`src/rtl/idu_alu_issue.sv`:
```
// idu_alu_issue: RV32I decode/issue stage feeding the ALU-side execute interface.
// Decodes one instruction per handshake into ALU opcode, operands and control,
// and holds the result in a single-entry output register with backpressure and flush.
module idu_alu_issue #(
    parameter int          XLEN         = 32,
    parameter logic [31:0] RESET_PC_TAG = 32'h0
) (
    input  logic            clk,
    input  logic            rst_n,
    input  logic            flush,
    input  logic            in_valid,
    output logic            in_ready,
    input  logic [31:0]     in_inst,
    input  logic [XLEN-1:0] in_pc,
    output logic [4:0]      rs1_addr,
    output logic [4:0]      rs2_addr,
    input  logic [XLEN-1:0] rs1_data,
    input  logic [XLEN-1:0] rs2_data,
    output logic            out_valid,
    input  logic            out_ready,
    output logic [4:0]      out_alu_ctrl,
    output logic [XLEN-1:0] out_src1,
    output logic [XLEN-1:0] out_src2,
    output logic [XLEN-1:0] out_imm,
    output logic [XLEN-1:0] out_store_data,
    output logic [XLEN-1:0] out_pc,
    output logic [4:0]      out_rd,
    output logic            out_rd_wen,
    output logic [2:0]      out_kind,
    output logic            out_illegal
);

    localparam logic [6:0] OPC_OP_IMM = 7'b0010011;
    localparam logic [6:0] OPC_OP     = 7'b0110011;
    localparam logic [6:0] OPC_LUI    = 7'b0110111;
    localparam logic [6:0] OPC_AUIPC  = 7'b0010111;
    localparam logic [6:0] OPC_JAL    = 7'b1101111;
    localparam logic [6:0] OPC_JALR   = 7'b1100111;
    localparam logic [6:0] OPC_BRANCH = 7'b1100011;
    localparam logic [6:0] OPC_LOAD   = 7'b0000011;
    localparam logic [6:0] OPC_STORE  = 7'b0100011;

    localparam logic [4:0] ALU_ADD   = 5'b00000;
    localparam logic [4:0] ALU_PASS2 = 5'b00001;
    localparam logic [4:0] ALU_SUB   = 5'b00010;
    localparam logic [4:0] ALU_JALR  = 5'b00011;
    localparam logic [4:0] ALU_SLTU  = 5'b00100;
    localparam logic [4:0] ALU_XOR   = 5'b00101;
    localparam logic [4:0] ALU_OR    = 5'b00110;
    localparam logic [4:0] ALU_AND   = 5'b00111;
    localparam logic [4:0] ALU_SLL   = 5'b01000;
    localparam logic [4:0] ALU_SRA   = 5'b01001;
    localparam logic [4:0] ALU_SRL   = 5'b01010;
    localparam logic [4:0] ALU_SLT   = 5'b01100;
    localparam logic [4:0] ALU_EQ    = 5'b01101;
    localparam logic [4:0] ALU_GE    = 5'b01110;
    localparam logic [4:0] ALU_GEU   = 5'b01111;
    localparam logic [4:0] ALU_LT    = 5'b10000;
    localparam logic [4:0] ALU_LTU   = 5'b10001;
    localparam logic [4:0] ALU_NE    = 5'b10010;

    localparam logic [2:0] KIND_ALU    = 3'd0;
    localparam logic [2:0] KIND_BRANCH = 3'd1;
    localparam logic [2:0] KIND_JAL    = 3'd2;
    localparam logic [2:0] KIND_JALR   = 3'd3;
    localparam logic [2:0] KIND_LOAD   = 3'd4;
    localparam logic [2:0] KIND_STORE  = 3'd5;

    logic [6:0]      opcode;
    logic [2:0]      funct3;
    logic [6:0]      funct7;
    logic [4:0]      rd;
    logic [XLEN-1:0] imm_i, imm_s, imm_b, imm_u, imm_j, shamt;

    logic [4:0]      d_ctrl;
    logic [XLEN-1:0] d_src1, d_src2, d_imm, d_store_data;
    logic [2:0]      d_kind;
    logic            d_writes, d_illegal;

    logic            valid_q;
    logic            accept;
    logic [XLEN-1:0] pc_q;

    assign opcode   = in_inst[6:0];
    assign funct3   = in_inst[14:12];
    assign funct7   = in_inst[31:25];
    assign rd       = in_inst[11:7];
    assign rs1_addr = in_inst[19:15];
    assign rs2_addr = in_inst[24:20];

    assign imm_i = {{20{in_inst[31]}}, in_inst[31:20]};
    assign imm_s = {{20{in_inst[31]}}, in_inst[31:25], in_inst[11:7]};
    assign imm_b = {{19{in_inst[31]}}, in_inst[31], in_inst[7], in_inst[30:25], in_inst[11:8], 1'b0};
    assign imm_u = {in_inst[31:12], 12'b0};
    assign imm_j = {{11{in_inst[31]}}, in_inst[31], in_inst[19:12], in_inst[20], in_inst[30:21], 1'b0};
    assign shamt = {{(XLEN-5){1'b0}}, in_inst[24:20]};

    // funct3 -> ALU opcode for the shared OP / OP-IMM arithmetic map
    function automatic logic [4:0] arith_ctrl(input logic [2:0] f3);
        case (f3)
            3'b000:  arith_ctrl = ALU_ADD;
            3'b001:  arith_ctrl = ALU_SLL;
            3'b010:  arith_ctrl = ALU_SLT;
            3'b011:  arith_ctrl = ALU_SLTU;
            3'b100:  arith_ctrl = ALU_XOR;
            3'b101:  arith_ctrl = ALU_SRL;
            3'b110:  arith_ctrl = ALU_OR;
            default: arith_ctrl = ALU_AND;
        endcase
    endfunction

    // Instruction decode into ALU opcode, operand selection and control
    always_comb begin
        d_ctrl       = ALU_ADD;
        d_src1       = '0;
        d_src2       = '0;
        d_imm        = '0;
        d_store_data = '0;
        d_kind       = KIND_ALU;
        d_writes     = 1'b0;
        d_illegal    = 1'b0;
        case (opcode)
            OPC_OP_IMM: begin
                d_src1   = rs1_data;
                d_src2   = imm_i;
                d_imm    = imm_i;
                d_writes = 1'b1;
                d_ctrl   = arith_ctrl(funct3);
                if (funct3 == 3'b001) begin
                    d_src2    = shamt;
                    d_illegal = (funct7 != 7'b0000000);
                end else if (funct3 == 3'b101) begin
                    d_src2 = shamt;
                    if (funct7 == 7'b0100000)
                        d_ctrl = ALU_SRA;
                    else if (funct7 != 7'b0000000)
                        d_illegal = 1'b1;
                end
            end
            OPC_OP: begin
                d_src1   = rs1_data;
                d_src2   = rs2_data;
                d_writes = 1'b1;
                if (funct7 == 7'b0000000) begin
                    d_ctrl = arith_ctrl(funct3);
                end else if (funct7 == 7'b0100000 && funct3 == 3'b000) begin
                    d_ctrl = ALU_SUB;
                end else if (funct7 == 7'b0100000 && funct3 == 3'b101) begin
                    d_ctrl = ALU_SRA;
                end else begin
                    d_illegal = 1'b1;
                end
            end
            OPC_LUI: begin
                d_ctrl   = ALU_PASS2;
                d_src2   = imm_u;
                d_imm    = imm_u;
                d_writes = 1'b1;
            end
            OPC_AUIPC: begin
                d_src1   = in_pc;
                d_src2   = imm_u;
                d_imm    = imm_u;
                d_writes = 1'b1;
            end
            OPC_JAL: begin
                d_src1   = in_pc;
                d_src2   = imm_j;
                d_imm    = imm_j;
                d_kind   = KIND_JAL;
                d_writes = 1'b1;
            end
            OPC_JALR: begin
                d_ctrl   = ALU_JALR;
                d_src1   = rs1_data;
                d_src2   = imm_i;
                d_imm    = imm_i;
                d_kind   = KIND_JALR;
                d_writes = 1'b1;
            end
            OPC_BRANCH: begin
                d_src1 = rs1_data;
                d_src2 = rs2_data;
                d_imm  = imm_b;
                d_kind = KIND_BRANCH;
                case (funct3)
                    3'b000:  d_ctrl = ALU_EQ;
                    3'b001:  d_ctrl = ALU_NE;
                    3'b100:  d_ctrl = ALU_LT;
                    3'b101:  d_ctrl = ALU_GE;
                    3'b110:  d_ctrl = ALU_LTU;
                    3'b111:  d_ctrl = ALU_GEU;
                    default: d_illegal = 1'b1;
                endcase
            end
            OPC_LOAD: begin
                d_src1   = rs1_data;
                d_src2   = imm_i;
                d_imm    = imm_i;
                d_kind   = KIND_LOAD;
                d_writes = 1'b1;
            end
            OPC_STORE: begin
                d_src1       = rs1_data;
                d_src2       = imm_s;
                d_imm        = imm_s;
                d_store_data = rs2_data;
                d_kind       = KIND_STORE;
            end
            default: d_illegal = 1'b1;
        endcase
        // Illegal ops still travel down the pipe but carry a neutral payload
        if (d_illegal) begin
            d_ctrl       = ALU_ADD;
            d_src1       = '0;
            d_src2       = '0;
            d_imm        = '0;
            d_store_data = '0;
            d_kind       = KIND_ALU;
            d_writes     = 1'b0;
        end
    end

    assign in_ready  = !valid_q || out_ready;
    assign accept    = in_valid && in_ready && !flush;
    assign out_valid = valid_q;
    assign out_pc    = valid_q ? pc_q : RESET_PC_TAG;

    // Output-slot occupancy: flush wins, then accept, then drain on out_ready
    always_ff @(posedge clk or negedge rst_n) begin
        if (!rst_n)
            valid_q <= 1'b0;
        else if (flush)
            valid_q <= 1'b0;
        else if (accept)
            valid_q <= 1'b1;
        else if (out_ready)
            valid_q <= 1'b0;
    end

    // Payload captured only on accept so it stays stable under backpressure
    always_ff @(posedge clk or negedge rst_n) begin
        if (!rst_n) begin
            out_alu_ctrl   <= '0;
            out_src1       <= '0;
            out_src2       <= '0;
            out_imm        <= '0;
            out_store_data <= '0;
            pc_q           <= '0;
            out_rd         <= '0;
            out_rd_wen     <= 1'b0;
            out_kind       <= '0;
            out_illegal    <= 1'b0;
        end else if (accept) begin
            out_alu_ctrl   <= d_ctrl;
            out_src1       <= d_src1;
            out_src2       <= d_src2;
            out_imm        <= d_imm;
            out_store_data <= d_store_data;
            pc_q           <= in_pc;
            out_rd         <= rd;
            out_rd_wen     <= d_writes && (rd != 5'd0);
            out_kind       <= d_kind;
            out_illegal    <= d_illegal;
        end
    end

endmodule

```
`config.mk`:
```
export PLATFORM = sky130hd
export DESIGN_NAME = idu_alu_issue
export DESIGN_NICKNAME = d
export VERILOG_FILES = /design/src/rtl/idu_alu_issue.sv
export SDC_FILE = /design/constraint.sdc
export NUM_CORES = 1
export LEC_CHECK = 0
export BUFFER_PORTS_ARGS = -buffer_cell sky130_fd_sc_hd__buf_2
export CAP_MARGIN = 10
export CORE_AREA = 2 2 133 135
export CTS_CLUSTER_SIZE = 14
export DETAILED_ROUTE_END_ITERATION = 16
export DIE_AREA = 0 0 135 137
export PLACE_DENSITY_LB_ADDON = 0.2
export SLEW_MARGIN = 25
export SYNTH_ARGS = -nofsm -noshare
export SYNTH_HDL_FRONTEND = slang
export SYNTH_SLANG_ARGS = --single-unit
```
`constraint.sdc`:
```
create_clock -name clk -period 2.05 [get_ports clk]
set_input_delay 0.205 -clock clk [delete_from_list [all_inputs] [get_ports clk]]
set_output_delay 0.205 -clock clk [all_outputs]
set_load 0.02 [all_outputs]
```
==> flow_summary.ini, run 1 <==
[placed_design]
place_inst = 1388
gp_congestion = 0.886
io_buffer_count = 319
post-place-ws_ns = 0.0785
place_hpwl_mm = 19.7

[routing]
viasPerCell = 5.55
wl_mm = 27.6
antenna_left = 0
dr.pass1.iters = 6
drt_iter0_markers = 563
vias = 8059
drc = 0
drt-wirelength-per-cell_um = 19.0

[layout]
syn_to_final_growth_pct = 36.7
layout_commonest_cell = buf_2
layout_common_cells = 318 x buf_2, 237 x nand2_1, 176 x dfrtp_1
final_nets = 1346
finalNonFillerCells = 1452
final_util_pct = 66.1
ff_latch_area_um2 = 4400
multi_input_area_um2 = 3450
fillers = 1476
drive_gt1_share_pct = 34.2

[setup_path]
r2r_setup_slack_ns = 0.06
worstPathArrival_ns = 2.32
cp-startpoint = out_valid
cp.required_ns = 2.39
cp-start-kind = flop
ff2ff_path_depth = 7
cp-end-kind = flop
criticalPathCategory = reg2reg
r2r-start = out_valid
crit_fanout = 39

[clocking]
cts_setup_buffers = 0
clockRootBuffer = clkbuf_16
cts.sinks = 176
tritoncts = yes
cts_max_path_buffers = 2
clock_latency_ns = 0.43
cts_max_level = 4
numCtsBuffers = 17
cts_resized = 0
cts.clk_slew.worst_paths_ns = 0.07

[power]
clkPwrFrac_pct = 43.5
power_density_nw_per_um2 = 729
power.switching_w = 0.00212
sw_frac_of_total_pct = 25.8
ir_worst_vdd_uv = 600
comb_power_share_pct = 12.1
p_leak_nw = 5.83
pwr-share-seq_pct = 44.3
intPower_w = 0.00610

[global_routing]
grtUsageTotal_pct = 29.6
grt_max_degree = 92
grt_remaining_overflow = 0
antenna_found_initial = 1
grt_pass1_vias = 7742
grt_pass1_wl_mm = 42.4

[timing]
timing.fmax_mhz = 504
setup_viol = 0
finalCriticalPeriod_ns = 1.99
maxSlewHeadroom_pct = 60.0
finalClockSkew_ns = 0.0127
worst_slack_ns = 0.0646
slew_violations = 0
final-hold-violation-count = 0
rsz0062_at_grt = true
worst_pin_slew_ns = 0.597
holdWs_ns = 0.00736
finalCritPeriodShare_pct = 96.9

[floorplan]
core_um2 = 17100
dieArea_um2 = 18500
start_util_pct = 48.3
num_rows = 48
die_height_um = 137
io-pin-count = 320
dieWidth_um = 135

[logic_synthesis]
syn-instance-count = 871
synth_fa_ha_area_share_pct = 0
syn_area_um2 = 8250
ys_ff_latch = 176
muxShareOfSynthArea_pct = 0.759
ys_types = 61
synth_warnings = 0
synth-compound-area-share_pct = 21.4
synth_area_per_cell_um2 = 9.47
synth_top_family_by_area = compound AO/OA/AOI/OAI gates
ys_seq_area_share_pct = 53.4
syn_nets = 1004
ys.flop_type = dfrtp_1
async_flop_share_pct = 100
synth_xor_xnor_area_share_pct = 0.319
synth-simple-area-share_pct = 19.1
synth_edf_count = 0

[flow_run]
drv_cap = 0

[worst_hold_path]
min_path_type = in2reg
hold_depth = 2
worstHoldStart = rs2_data[23]

[run_status]
status = finished clean
## worst paths after layout
check                                     end
min                        out_store_data[23]
max reg2reg                       out_src2[1]
min reg2reg                          pc_q[14]
max in group asynchronous        out_src2[20]
max                               out_src2[1]
min in group asynchronous  out_store_data[23]
## layer usage
layer,vias to the layer above,share of wire (%),global-route usage [%]
li1,3719,-,-
met1,3937,44,41.9
met2,345,47,45.3
met3,58,6.5,5.26
met4,0,3.1,12.3
met5,-,0,0
## kinds of logic (layout without fill, tap and decap cells)
family          count (synthesis)  count (layout)
xor+xnor                        3               3
flops                         176             176
buf+inv                        82             437
compound gates                257             257
other cells                     0               1
mux                             6               6
simple gates                  347             347
## Yosys cell counts, types with 9 or more instances
library cell  count  share of area (%)
a22oi_1          42                3.8
o21ai_1          67                4.1
dfrtp_1         176                 53
a21oi_1          20                1.2
and3_1           12               0.91
buf_2            17                1.0
nor3_1            9               0.55
nand2_1         237                 11
a221oi_1         12                1.3
a22o_1           52                5.5
nor2_1           15               0.68
buf_4            20                1.8
o21ai_0          35                2.1
clkbuf_1         32                1.5
and2_1           35                2.7
## through the flow
| step | instance area [um^2] | total power (W) | setup TNS [ns] |
|---|---|---|---|
| floorplan | 8250 | 0.00416 | 0 |
| global placement | 10300 | 0.00465 | 0 |
| detailed placement | 10300 | 0.00466 | 0 |
| CTS | 11300 | 0.00828 | 0 |
| global route | 11300 | 0.00852 | -0.00112 |
| finish | 11300 | 0.00823 | 0 |
## sequential cells by signal, indices dropped and copies added (netlist names)
register and flops:
out_alu_ctrl 5, out_kind 3, out_rd_wen 1, out_illegal 1
out_rd 5, pc_q 32, out_imm 32, out_valid 1
out_store_data 32, out_src1 32, out_src2 32
## worst max-delay path: stages (launching register included)
cell,delay [ns]
dfrtp_1,0.38
nor2b_1,0.16
inv_1,0.07
nand3b_1,0.23
a21oi_1,0.37
o211ai_4,0.21
buf_12,0.22
o21ai_0,0.23
## power groups by stage
stage / sequential (W) / clock, W / combinational, W
floorplan: 0.00373 / 0 / 0.000426
global placement: 0.00371 / 0 / 0.000941
detailed placement: 0.00371 / 0 / 0.000951
CTS: 0.00364 / 0.00363 / 0.00100
global route: 0.00366 / 0.00377 / 0.00109
finish: 0.00365 / 0.00358 / 0.000999
## what timing repair did
item                       in CTS  in global routing
hold endpoints to repair       74                  0
hold buffers                   31                  0
setup endpoints to repair       0                  1
## layout make-up
cell class                 count  share of cell area, %
sequential                   176                   39.1
clock inverter                13                   1.75
multi-input combinational    613                   30.6
tap                          225                   2.50
timing repair buffer         401                   21.9
antenna                        1                 0.0222
clock buffer                  19                   4.02
inverter                       4                  0.133
Power figures use the tool's default switching activity.
==> inputs of run 2 (changes only) <==
--- a/config.mk
+++ b/config.mk
@@ -7,10 +7,13 @@
 export LEC_CHECK = 0
 export BUFFER_PORTS_ARGS = -buffer_cell sky130_fd_sc_hd__buf_2
 export CAP_MARGIN = 10
-export CORE_AREA = 2 2 133 135
+export CELL_PAD_IN_SITES_DETAIL_PLACEMENT = 0
+export CELL_PAD_IN_SITES_GLOBAL_PLACEMENT = 2
+export CORE_AREA = 2 2 175 177
 export CTS_CLUSTER_SIZE = 14
 export DETAILED_ROUTE_END_ITERATION = 16
-export DIE_AREA = 0 0 135 137
+export DIE_AREA = 0 0 177 179
+export GPL_ROUTABILITY_DRIVEN = 0
 export PLACE_DENSITY_LB_ADDON = 0.2
 export SLEW_MARGIN = 25
 export SYNTH_ARGS = -nofsm -noshare
==> flow_summary.ini, run 2 (synthesis results as in run 1) <==
[run_status]
status = finished clean

[routing]
wl_met1_mm = 15.0
wl_mm = 32.3
drt_iter0_markers = 394
drt-wirelength-per-cell_um = 19.8
dr.pass1.iters = 5
dr_wl_met2_mm = 14.5
vias = 7853
wl_met3_mm = 2.17
antenna_left = 0
top_layer = met5
drc = 0
viasPerCell = 4.83

[timing]
slew_violations = 0
worst_pin_slew_ns = 0.561
finalClockSkew_ns = 0.0118
finalCriticalPeriod_ns = 1.87
finalCritPeriodShare_pct = 91.4
worst_slack_ns = 0.176
rsz0062_at_grt = false
holdWs_ns = 0.00479
setup_viol = 0
fin_tns_setup_ns = 0
maxSlewHeadroom_pct = 62.4
final-hold-violation-count = 0
timing.fmax_mhz = 534

[layout]
layout_common_cells = 318 x buf_2, 237 x nand2_1, 176 x dfrtp_1
final_nets = 1352
syn_to_final_growth_pct = 40.4
drive_gt1_share_pct = 33.9
finalNonFillerCells = 1627
layout_commonest_cell = buf_2

[worst_hold_path]
hold_depth = 3
min_path_type = in2reg

[floorplan]
die_height_um = 179
core_um2 = 30000
dieArea_um2 = 31700
io-pin-count = 320
dieWidth_um = 177
num_rows = 64
start_util_pct = 27.5

[placed_design]
io_buffer_count = 319
place_hpwl_mm = 23.0
place_inst = 1559
post-place-ws_ns = 0.0935

[power]
ir_worst_vdd_uv = 487
pwr-share-seq_pct = 42.7
sw_frac_of_total_pct = 26.3
p_leak_nw = 5.87
intPower_w = 0.00628
comb_power_share_pct = 12.1
clkPwrFrac_pct = 45.2
power_density_nw_per_um2 = 736
power.switching_w = 0.00224

[global_routing]
grt_pass1_wl_mm = 48.3
grt_max_degree = 71
grt_pass1_vias = 7753
grt_remaining_overflow = 0
antenna_found_initial = 2
grtUsageTotal_pct = 20.3

[clocking]
clockRootBuffer = clkbuf_16
tritoncts = yes
cts.sinks = 176
cts.clk_slew.worst_paths_ns = 0.06
cts_max_level = 4
clock_latency_ns = 0.43
cts_resized = 0
numCtsBuffers = 17
cts_max_path_buffers = 2

[setup_path]
cp-end-kind = flop
worstPathArrival_ns = 2.21
ff2ff_path_depth = 7
cpPeakStageDelay_ns = 0.37
crit_fanout = 48
cp.required_ns = 2.39
cp_slowest_cell = dfrtp_1
cp-start-kind = flop
criticalPathCategory = reg2reg
path_cells = nor2b_1 > inv_1 > nand3b_1 > a21oi_1 > o211ai_4 > buf_12 > o21ai_0

[flow_run]
drv_cap = 0
==> run 2: cell count changes in the layout (fill, tap and decap cells not counted), sizes merged <==
| cell | before | now |
|---|---|---|
| clkbuf | 19 | 18 |
| buf | 370 | 369 |
| clkinvlp | 2 | 0 |
| bufinv | 4 | 6 |
| clkinv | 2 | 1 |
| dlygate4sd3 | 31 | 37 |
| inv | 9 | 10 |
==> run 2: power groups by stage <==
stage                     clock [W]  combinational (W)  sequential [W]
after global placement            0           0.000997         0.00371
after floorplan                   0           0.000426         0.00373
after CTS                   0.00395            0.00105         0.00364
final                       0.00385            0.00103         0.00364
after global routing        0.00410            0.00114         0.00366
after detailed placement          0            0.00100         0.00371
==> run 2: repair_timing <==
item                      in CTS  in global routing
hold buffers                  37                  0
hold endpoints to repair     125                  0
setup buffers                  0                  0
==> run 2: layer usage <==
metal / GRT usage, % / vias to the layer above
li1: - / 3749
met2: 31.6 / 259
met5: 0 / -
met4: 5.61 / 2
met3: 4.88 / 28
met1: 28.1 / 3815
==> run 2: layout make-up <==
type                    instances  area (um^2)
flip-flops and latches        176         4400
repair buffers                407         2530
clock inverters                13          244
multi-input cells             613         3460
diodes                          1         2.50
fillers                      3127        18400
clock buffers                  17          425
inverters                       4         15.0
well taps                     396          495
==> run 2: path summary, 6_finish.rpt <==
kind,startpoint,to,slack [ns]
worst max-delay path,out_valid,out_imm[29],0.18
worst min-delay path,in_pc[10],pc_q[10],0.005
worst max register to register,out_valid,out_imm[29],0.18
worst min register to register,pc_q[24],pc_q[24],0.47
max in group asynchronous,rst_n,out_imm[24],1.18
min in group asynchronous,rst_n,out_store_data[15],0.22
==> run 2: worst max-delay path: cells and delay by family (launching register included) <==
kind            cells  cell delay, ns
compound gates      3            0.73
flops               1            0.37
simple gates        2            0.37
buf+inv             2            0.30
==> run 2: stage by stage <==
stage	power, W	area, um^2	utilization [%]
after floorplan	0.00416	8250	-
after global placement	0.00470	10500	35.1
after detailed placement	0.00471	10500	35.1
after CTS	0.00865	11600	38.6
after global routing	0.00891	11600	38.6
final	0.00853	11600	38.6
